## src/rtl/axi_rd_pkg.sv

```systemverilog
// Shared widths, response codes and enums for the AXI read slave.
// Pulled into every file of the block with import axi_rd_pkg::*.
package axi_rd_pkg;

    localparam int ADDR_WIDTH = 32;
    localparam int DATA_WIDTH = 32;
    localparam int LENGTH     = 8;

    localparam logic [1:0] RESP_OKAY   = 2'b00;
    localparam logic [1:0] RESP_SLVERR = 2'b10;
    localparam logic [1:0] RESP_DECERR = 2'b11;

    typedef enum logic [1:0] {
        BURST_FIXED = 2'b00,
        BURST_INCR  = 2'b01,
        BURST_WRAP  = 2'b10,
        BURST_RSVD  = 2'b11
    } burst_e;

    typedef enum logic {
        R_IDLE  = 1'b0,
        R_BURST = 1'b1
    } rstate_e;

    typedef struct packed {
        logic [DATA_WIDTH-1:0] data;
        logic [1:0]            resp;
        logic                  last;
    } beat_t;

endpackage

```

## src/rtl/axi_rd_addr_gen.sv

```systemverilog
// Combinational next-beat address for FIXED, INCR and WRAP bursts.
// WRAP keeps the low bits inside a (len+1)<<size byte aligned window.
module axi_rd_addr_gen
    import axi_rd_pkg::*;
(
    input  logic [ADDR_WIDTH-1:0] addr,
    input  logic [2:0]            size,
    input  logic [LENGTH-1:0]     len,
    input  logic [1:0]            burst,
    output logic [ADDR_WIDTH-1:0] next_addr
);

    logic [ADDR_WIDTH-1:0] step;
    logic [ADDR_WIDTH-1:0] incr;
    logic [ADDR_WIDTH-1:0] wrap_mask;

    assign step      = ADDR_WIDTH'(1) << size;
    assign incr      = addr + step;
    assign wrap_mask = ((ADDR_WIDTH'(len) + 32'd1) << size) - 32'd1;

    always_comb begin
        next_addr = incr;
        unique case (burst)
            BURST_FIXED: next_addr = addr;
            BURST_WRAP:  next_addr = (addr & ~wrap_mask)
                                   | (incr & wrap_mask);
            default:     next_addr = incr;
        endcase
    end

endmodule

```

## src/rtl/axi_rd_slave.sv

```systemverilog
// AXI4 read slave fronting a synchronous word memory, one burst at a time.
// Define AXI_RD_WRAP_EN to accept WRAP bursts; otherwise they return SLVERR.
module axi_rd_slave
    import axi_rd_pkg::*;
#(
    parameter int MEM_AW = 10
) (
    input  logic              Aclock,
    input  logic              Areset,
    input  logic [3:0]        arid,
    input  logic [31:0]       araddr,
    input  logic [7:0]        arlen,
    input  logic [2:0]        arsize,
    input  logic [1:0]        arburst,
    input  logic              arvalid,
    output logic              arready,
    output logic [3:0]        rid,
    output logic [31:0]       rdata,
    output logic [1:0]        rresp,
    output logic              rlast,
    output logic              rvalid,
    input  logic              rready,
    output logic              mem_rd_en,
    output logic [MEM_AW-1:0] mem_addr,
    input  logic [31:0]       mem_rdata
);

    rstate_e               state, state_nxt;
    logic                  alive;
    logic [3:0]            id_q;
    logic [ADDR_WIDTH-1:0] addr_q, addr_nxt;
    logic [LENGTH-1:0]     len_q;
    logic [2:0]            size_q;
    burst_e                burst_q;
    logic [LENGTH:0]       issued_q;

    logic                  infl_vld;
    logic [1:0]            infl_resp;
    logic                  infl_last;

    beat_t                 fifo_q [2];
    beat_t                 head, push_beat;
    logic                  wr_ptr, rd_ptr;
    logic [1:0]            count;

    logic                  ar_hs, r_hs, issue;
    logic                  burst_err, dec_err, beat_last;
    logic [1:0]            beat_resp;
    logic [2:0]            occ;
    logic                  unused_bits;

    assign arready = alive && (state == R_IDLE);
    assign ar_hs   = arvalid && arready;
    assign r_hs    = rvalid && rready;

    assign head   = fifo_q[rd_ptr];
    assign rvalid = (count != 2'd0);
    assign rdata  = head.data;
    assign rresp  = head.resp;
    assign rlast  = rvalid && head.last;
    assign rid    = id_q;

    always_comb begin
        burst_err = 1'b1;
        unique case (burst_q)
            BURST_FIXED, BURST_INCR:
                burst_err = (size_q > 3'd2);
`ifdef AXI_RD_WRAP_EN
            BURST_WRAP:
                burst_err = (size_q > 3'd2)
                    || !(len_q inside {8'd1, 8'd3, 8'd7, 8'd15});
`else
            BURST_WRAP:
                burst_err = 1'b1;
`endif
            default:
                burst_err = 1'b1;
        endcase
    end

    assign dec_err   = |addr_q[ADDR_WIDTH-1:MEM_AW+2];
    assign beat_resp = burst_err ? RESP_SLVERR
                     : dec_err   ? RESP_DECERR
                     :             RESP_OKAY;
    assign beat_last = (issued_q == {1'b0, len_q});

    // Slots freed by this cycle's pop may be refilled immediately.
    assign occ   = {1'b0, count} + {2'b00, infl_vld} - {2'b00, r_hs};
    assign issue = (state == R_BURST)
                && (issued_q <= {1'b0, len_q})
                && (occ < 3'd2);

    assign mem_rd_en   = issue && (beat_resp == RESP_OKAY);
    assign mem_addr    = addr_q[MEM_AW+1:2];
    assign unused_bits = ^addr_q[1:0];

    assign push_beat = {
        (infl_resp == RESP_OKAY) ? mem_rdata : 32'd0,
        infl_resp,
        infl_last
    };

    axi_rd_addr_gen u_addr_gen (
        .addr      (addr_q),
        .size      (size_q),
        .len       (len_q),
        .burst     (burst_q),
        .next_addr (addr_nxt)
    );

    always_comb begin
        state_nxt = state;
        unique case (state)
            R_IDLE:  if (ar_hs) state_nxt = R_BURST;
            R_BURST: if (r_hs && rlast) state_nxt = R_IDLE;
            default: state_nxt = R_IDLE;
        endcase
    end

    always_ff @(posedge Aclock or posedge Areset) begin
        if (Areset) begin
            state <= R_IDLE;
            alive <= 1'b0;
        end else begin
            state <= state_nxt;
            alive <= 1'b1;
        end
    end

    always_ff @(posedge Aclock or posedge Areset) begin
        if (Areset) begin
            id_q     <= '0;
            addr_q   <= '0;
            len_q    <= '0;
            size_q   <= '0;
            burst_q  <= BURST_FIXED;
            issued_q <= '0;
        end else if (ar_hs) begin
            id_q     <= arid;
            addr_q   <= araddr;
            len_q    <= arlen;
            size_q   <= arsize;
            burst_q  <= burst_e'(arburst);
            issued_q <= '0;
        end else if (issue) begin
            addr_q   <= addr_nxt;
            issued_q <= issued_q + 1'b1;
        end
    end

    // Every beat, error or not, spends one cycle in flight.
    always_ff @(posedge Aclock or posedge Areset) begin
        if (Areset) begin
            infl_vld  <= 1'b0;
            infl_resp <= RESP_OKAY;
            infl_last <= 1'b0;
            fifo_q[0] <= '0;
            fifo_q[1] <= '0;
            wr_ptr    <= 1'b0;
            rd_ptr    <= 1'b0;
            count     <= '0;
        end else begin
            infl_vld  <= issue;
            infl_resp <= beat_resp;
            infl_last <= beat_last;
            if (infl_vld) begin
                fifo_q[wr_ptr] <= push_beat;
                wr_ptr         <= ~wr_ptr;
            end
            if (r_hs) rd_ptr <= ~rd_ptr;
            count <= count + {1'b0, infl_vld} - {1'b0, r_hs};
        end
    end

endmodule

```

## config.mk

```make
export PLATFORM = sky130hd
export DESIGN_NAME = axi_rd_slave
export DESIGN_NICKNAME = d
export VERILOG_FILES = /design/src/rtl/axi_rd_pkg.sv /design/src/rtl/axi_rd_addr_gen.sv /design/src/rtl/axi_rd_slave.sv
export SDC_FILE = /design/constraint.sdc
export NUM_CORES = 1
export LEC_CHECK = 0
export CAP_MARGIN = 20
export CORE_MARGIN = 2
export CORE_UTILIZATION = 30
export DETAILED_ROUTE_END_ITERATION = 16
export MAX_ROUTING_LAYER = met4
export SETUP_SLACK_MARGIN = 0.3
export SYNTH_ARGS = -nofsm -noshare
export SYNTH_HDL_FRONTEND = slang
export SYNTH_SLANG_ARGS = --single-unit
```

## constraint.sdc

```tcl
create_clock -name Aclock -period 4.27 [get_ports Aclock]
set_input_delay 0.427 -clock Aclock [delete_from_list [all_inputs] [get_ports Aclock]]
set_output_delay 0.427 -clock Aclock [all_outputs]
set_load 0.1 [all_outputs]
```

==> results.cfg <==
[synth]
netlist_area_mm2 = 0.00836
synth_mux_area_frac = 0.0672
synth-edff-count = 0
synth-xor-area-share = 0.0398
synth-seq-cells = 138
syn_area_per_cell_um2 = 8.82
yosysWarnings = 0
synth.distinct_cells = 83
ys.flop_type = dfrtp_1
synth-simple-area-share = 0.202
synth_fp_nets = 1057
synth_compound_area_frac = 0.190
async_reset_ff_frac = 1.00
synth_adder_area_share = 0.0377
syn_inst = 948
synth_top_family_by_area = simple AND/OR/NAND/NOR gates
synth-seq-area-share = 0.413

[floorplanning]
num_rows = 61
die_w_um = 171
initial_utilization = 0.303
die_h_um = 171
core_area_mm2 = 0.0276
die_area_mm2 = 0.0292
ios = 137

[clocking]
cts_sinks = 138
numCtsBuffers = 17
clock-root-buffer = clkbuf_16
post_cts.repair.setup_buffers = 0
clock_path_buffers = 2
cts_tree = yes
htreeDepth = 4
cts_hold_buf = 0
clock_latency_ps = 430
cts_resized = 0
clkTransAtPathRegs_ps = 70

[timing]
finalMaxSlewViolations = 0
skew_ps = 8.52
setup_viol = 0
tns_ps = 0
max_freq_mhz = 271
tightest_slew_ps = 1070
fin_crit_sh = 0.864
hold_violations = 0
relSlewSlack = 0.286
period_needed_ps = 3690
rsz0062_at_grt = true

[global_routing]
grt_overflow = 0
grt_antenna_before_repair = 1
grt_pass1_vias = 6978
grt_max_degree = 139
grt.total_usage = 0.166
grt_pass1_wl_um = 37300

[finish]
instances_no_fill = 1457
drive_above_1_share = 0.161
num-fill-cells = 2822
area_growth_pct = 27.2
nets = 1174

[worst_setup_path]
crit_type = flop to flop
worstPathArrival_ps = 3980
cp.required_ps = 4560
cp-end-kind = flop
crit_fanout = 10
start_kind = flop

[flow_run]
drv_cap = 0

[routing]
drc = 0
wirelength_um = 23400
via_count = 7273
wl_per_cell_um = 16.1
drtPass1Iterations = 5
ant_nets = 0
vias_per_cell = 4.99
initialDrtViolationCount = 368

[hold_path]
hp-class = flop to flop

[placed_design]
gp_congestion = 0.926
dp_cells = 1424
io_buffers = 136
dpl.hpwl_um = 16900

[power]
ir_drop_uv = 346
leakagePower_uw = 0.00440
power_density_mw_per_mm2 = 736

[outcome]
outcome = finished clean
[cell usage in the layout (no fill, tap or decap), drive strengths merged, types with 4 or more instances in the layout]
master,Yosys,routed
a211oi,8,8
a21o,6,6
a21oi,44,44
a221oi,5,5
a31o,4,4
a31oi,8,8
a41oi,6,6
and2,7,7
and3,9,9
and4,4,4
buf,29,63
clkbuf,36,17
clkdlybuf4s50,0,100
clkinv,1,5
dfrtp,138,138
ha,22,22
inv,30,37
mux2,41,41
mux2i,10,10
nand2,178,178
nand2b,5,5
nand3,18,18
nand4,11,11
nor2,58,58
nor2b,10,10
nor3,28,28
nor3b,4,4
nor4,10,10
o211ai,13,13
o21ai,107,107
o22ai,4,4
o31a,4,4
o31ai,4,4
or2,4,4
or3,4,4
xnor2,25,25
xor2,13,13
[cell usage after synthesis (3+ instances only)]
| library cell | n | area, µm² |
|---|---|---|
| xor2_1 | 13 | 114 |
| inv_1 | 30 | 113 |
| o21a_1 | 3 | 22.5 |
| dfrtp_1 | 138 | 3450 |
| buf_4 | 11 | 82.6 |
| and2_1 | 5 | 31.3 |
| nor3b_1 | 4 | 30.0 |
| a21o_1 | 6 | 45.0 |
| nor4_1 | 7 | 43.8 |
| nand3_1 | 17 | 85.1 |
| nor2b_1 | 10 | 62.6 |
| a21oi_1 | 44 | 220 |
| o22ai_1 | 4 | 25.0 |
| a211oi_1 | 8 | 60.1 |
| mux2i_1 | 10 | 100 |
| clkbuf_1 | 36 | 135 |
| and4_1 | 4 | 35.0 |
| buf_2 | 12 | 60.1 |
| buf_1 | 5 | 18.8 |
| a31o_2 | 3 | 26.3 |
| or2_2 | 4 | 25.0 |
| o21ai_0 | 107 | 536 |
| a31oi_1 | 5 | 31.3 |
| xnor2_1 | 25 | 219 |
| nand4_1 | 11 | 68.8 |
| a41oi_1 | 5 | 43.8 |
| a221oi_1 | 4 | 35.0 |
| o211ai_1 | 13 | 97.6 |
| o31a_1 | 4 | 35.0 |
| mux2_2 | 41 | 462 |
| ha_1 | 22 | 275 |
| o31ai_1 | 4 | 30.0 |
| nor2_1 | 58 | 218 |
| and3_1 | 8 | 50.1 |
| nand2_1 | 178 | 668 |
| nand2b_1 | 5 | 31.3 |
| or3_1 | 4 | 25.0 |
| nor3_1 | 26 | 130 |
[report_power, final]
| group | internal (µW) | switching [µW] | leakage [µW] | total (µW) |
|---|---|---|---|---|
| registers | 1650 | 442 | 0.00178 | 2090 |
| logic | 1510 | 2750 | 0.00234 | 4250 |
| clock network | 826 | 657 | 0.000284 | 1480 |
| total | 3990 | 3850 | 0.00440 | 7830 |
[final cells by class]
type,count,area (µm²),area share
diodes,1,2.50,0.000235
multi-input cells,714,4510,0.424
well taps,378,473,0.0445
clock buffers,17,425,0.0400
clock inverters,15,158,0.0148
repair buffers,163,1500,0.141
inverters,31,120,0.0113
flip-flops and latches,138,3450,0.325
[metrics by stage]
step / hold WS (ps) / utilization / total power [µW] / instance area (µm²) / setup slack [ps]
after floorplan: 444 / - / 5270 / 8370 / 212
after global placement: 455 / 0.363 / 6290 / 10000 / 470
after detailed placement: 462 / 0.364 / 6330 / 10000 / 425
after CTS: 478 / 0.385 / 7860 / 10600 / 544
after global routing: 502 / 0.385 / 8360 / 10600 / 271
final: 477 / 0.385 / 7830 / 10600 / 582
[per-layer routing]
layer | global-route usage | up-vias | wire (µm)
met1 | 0.222 | 3453 | 11300
met5 | - | - | 0
met2 | 0.252 | 215 | 10400
li1 | - | 3586 | -
met3 | 0.0377 | 19 | 1360
met4 | 0.0453 | 0 | 352
[path summary, 6_finish.rpt]
check                           start          to  slack, ps  cells past startpoint
setup / recovery             len_q[0]        flop        580                     12
setup reg to reg             len_q[0]        flop        580                     12
hold / removal             fifo_q[53]  fifo_q[53]        480                      2
hold reg to reg            fifo_q[53]  fifo_q[53]        480                      2
min in group asynchronous      Areset   fifo_q[4]        540                      3
max in group asynchronous      Areset   async pin       3120                      3
[kinds of logic (layout without fill, tap and decap cells)]
logic type	after synthesis	count (layout)
XOR/XNOR	38	38
buffers and inverters	96	226
adder cells (fa/ha/maj)	24	24
other	1	2
AO/OA/AOI/OAI	243	243
flip-flops	138	138
multiplexers	51	51
AND/OR/NAND/NOR	357	357
[critical path, cell delays in order (launching register included)]
cell and delay (ps):
dfrtp_1 560, ha_1 370, and4_1 330, a21oi_1 140, o211ai_1 290, a31o_2 260
nor2b_1 310, and3_1 210, and4_1 190, ha_1 240, a2111oi_1 400, xnor2_1 170
a21oi_1 80
Power figures use the tool's default switching activity.
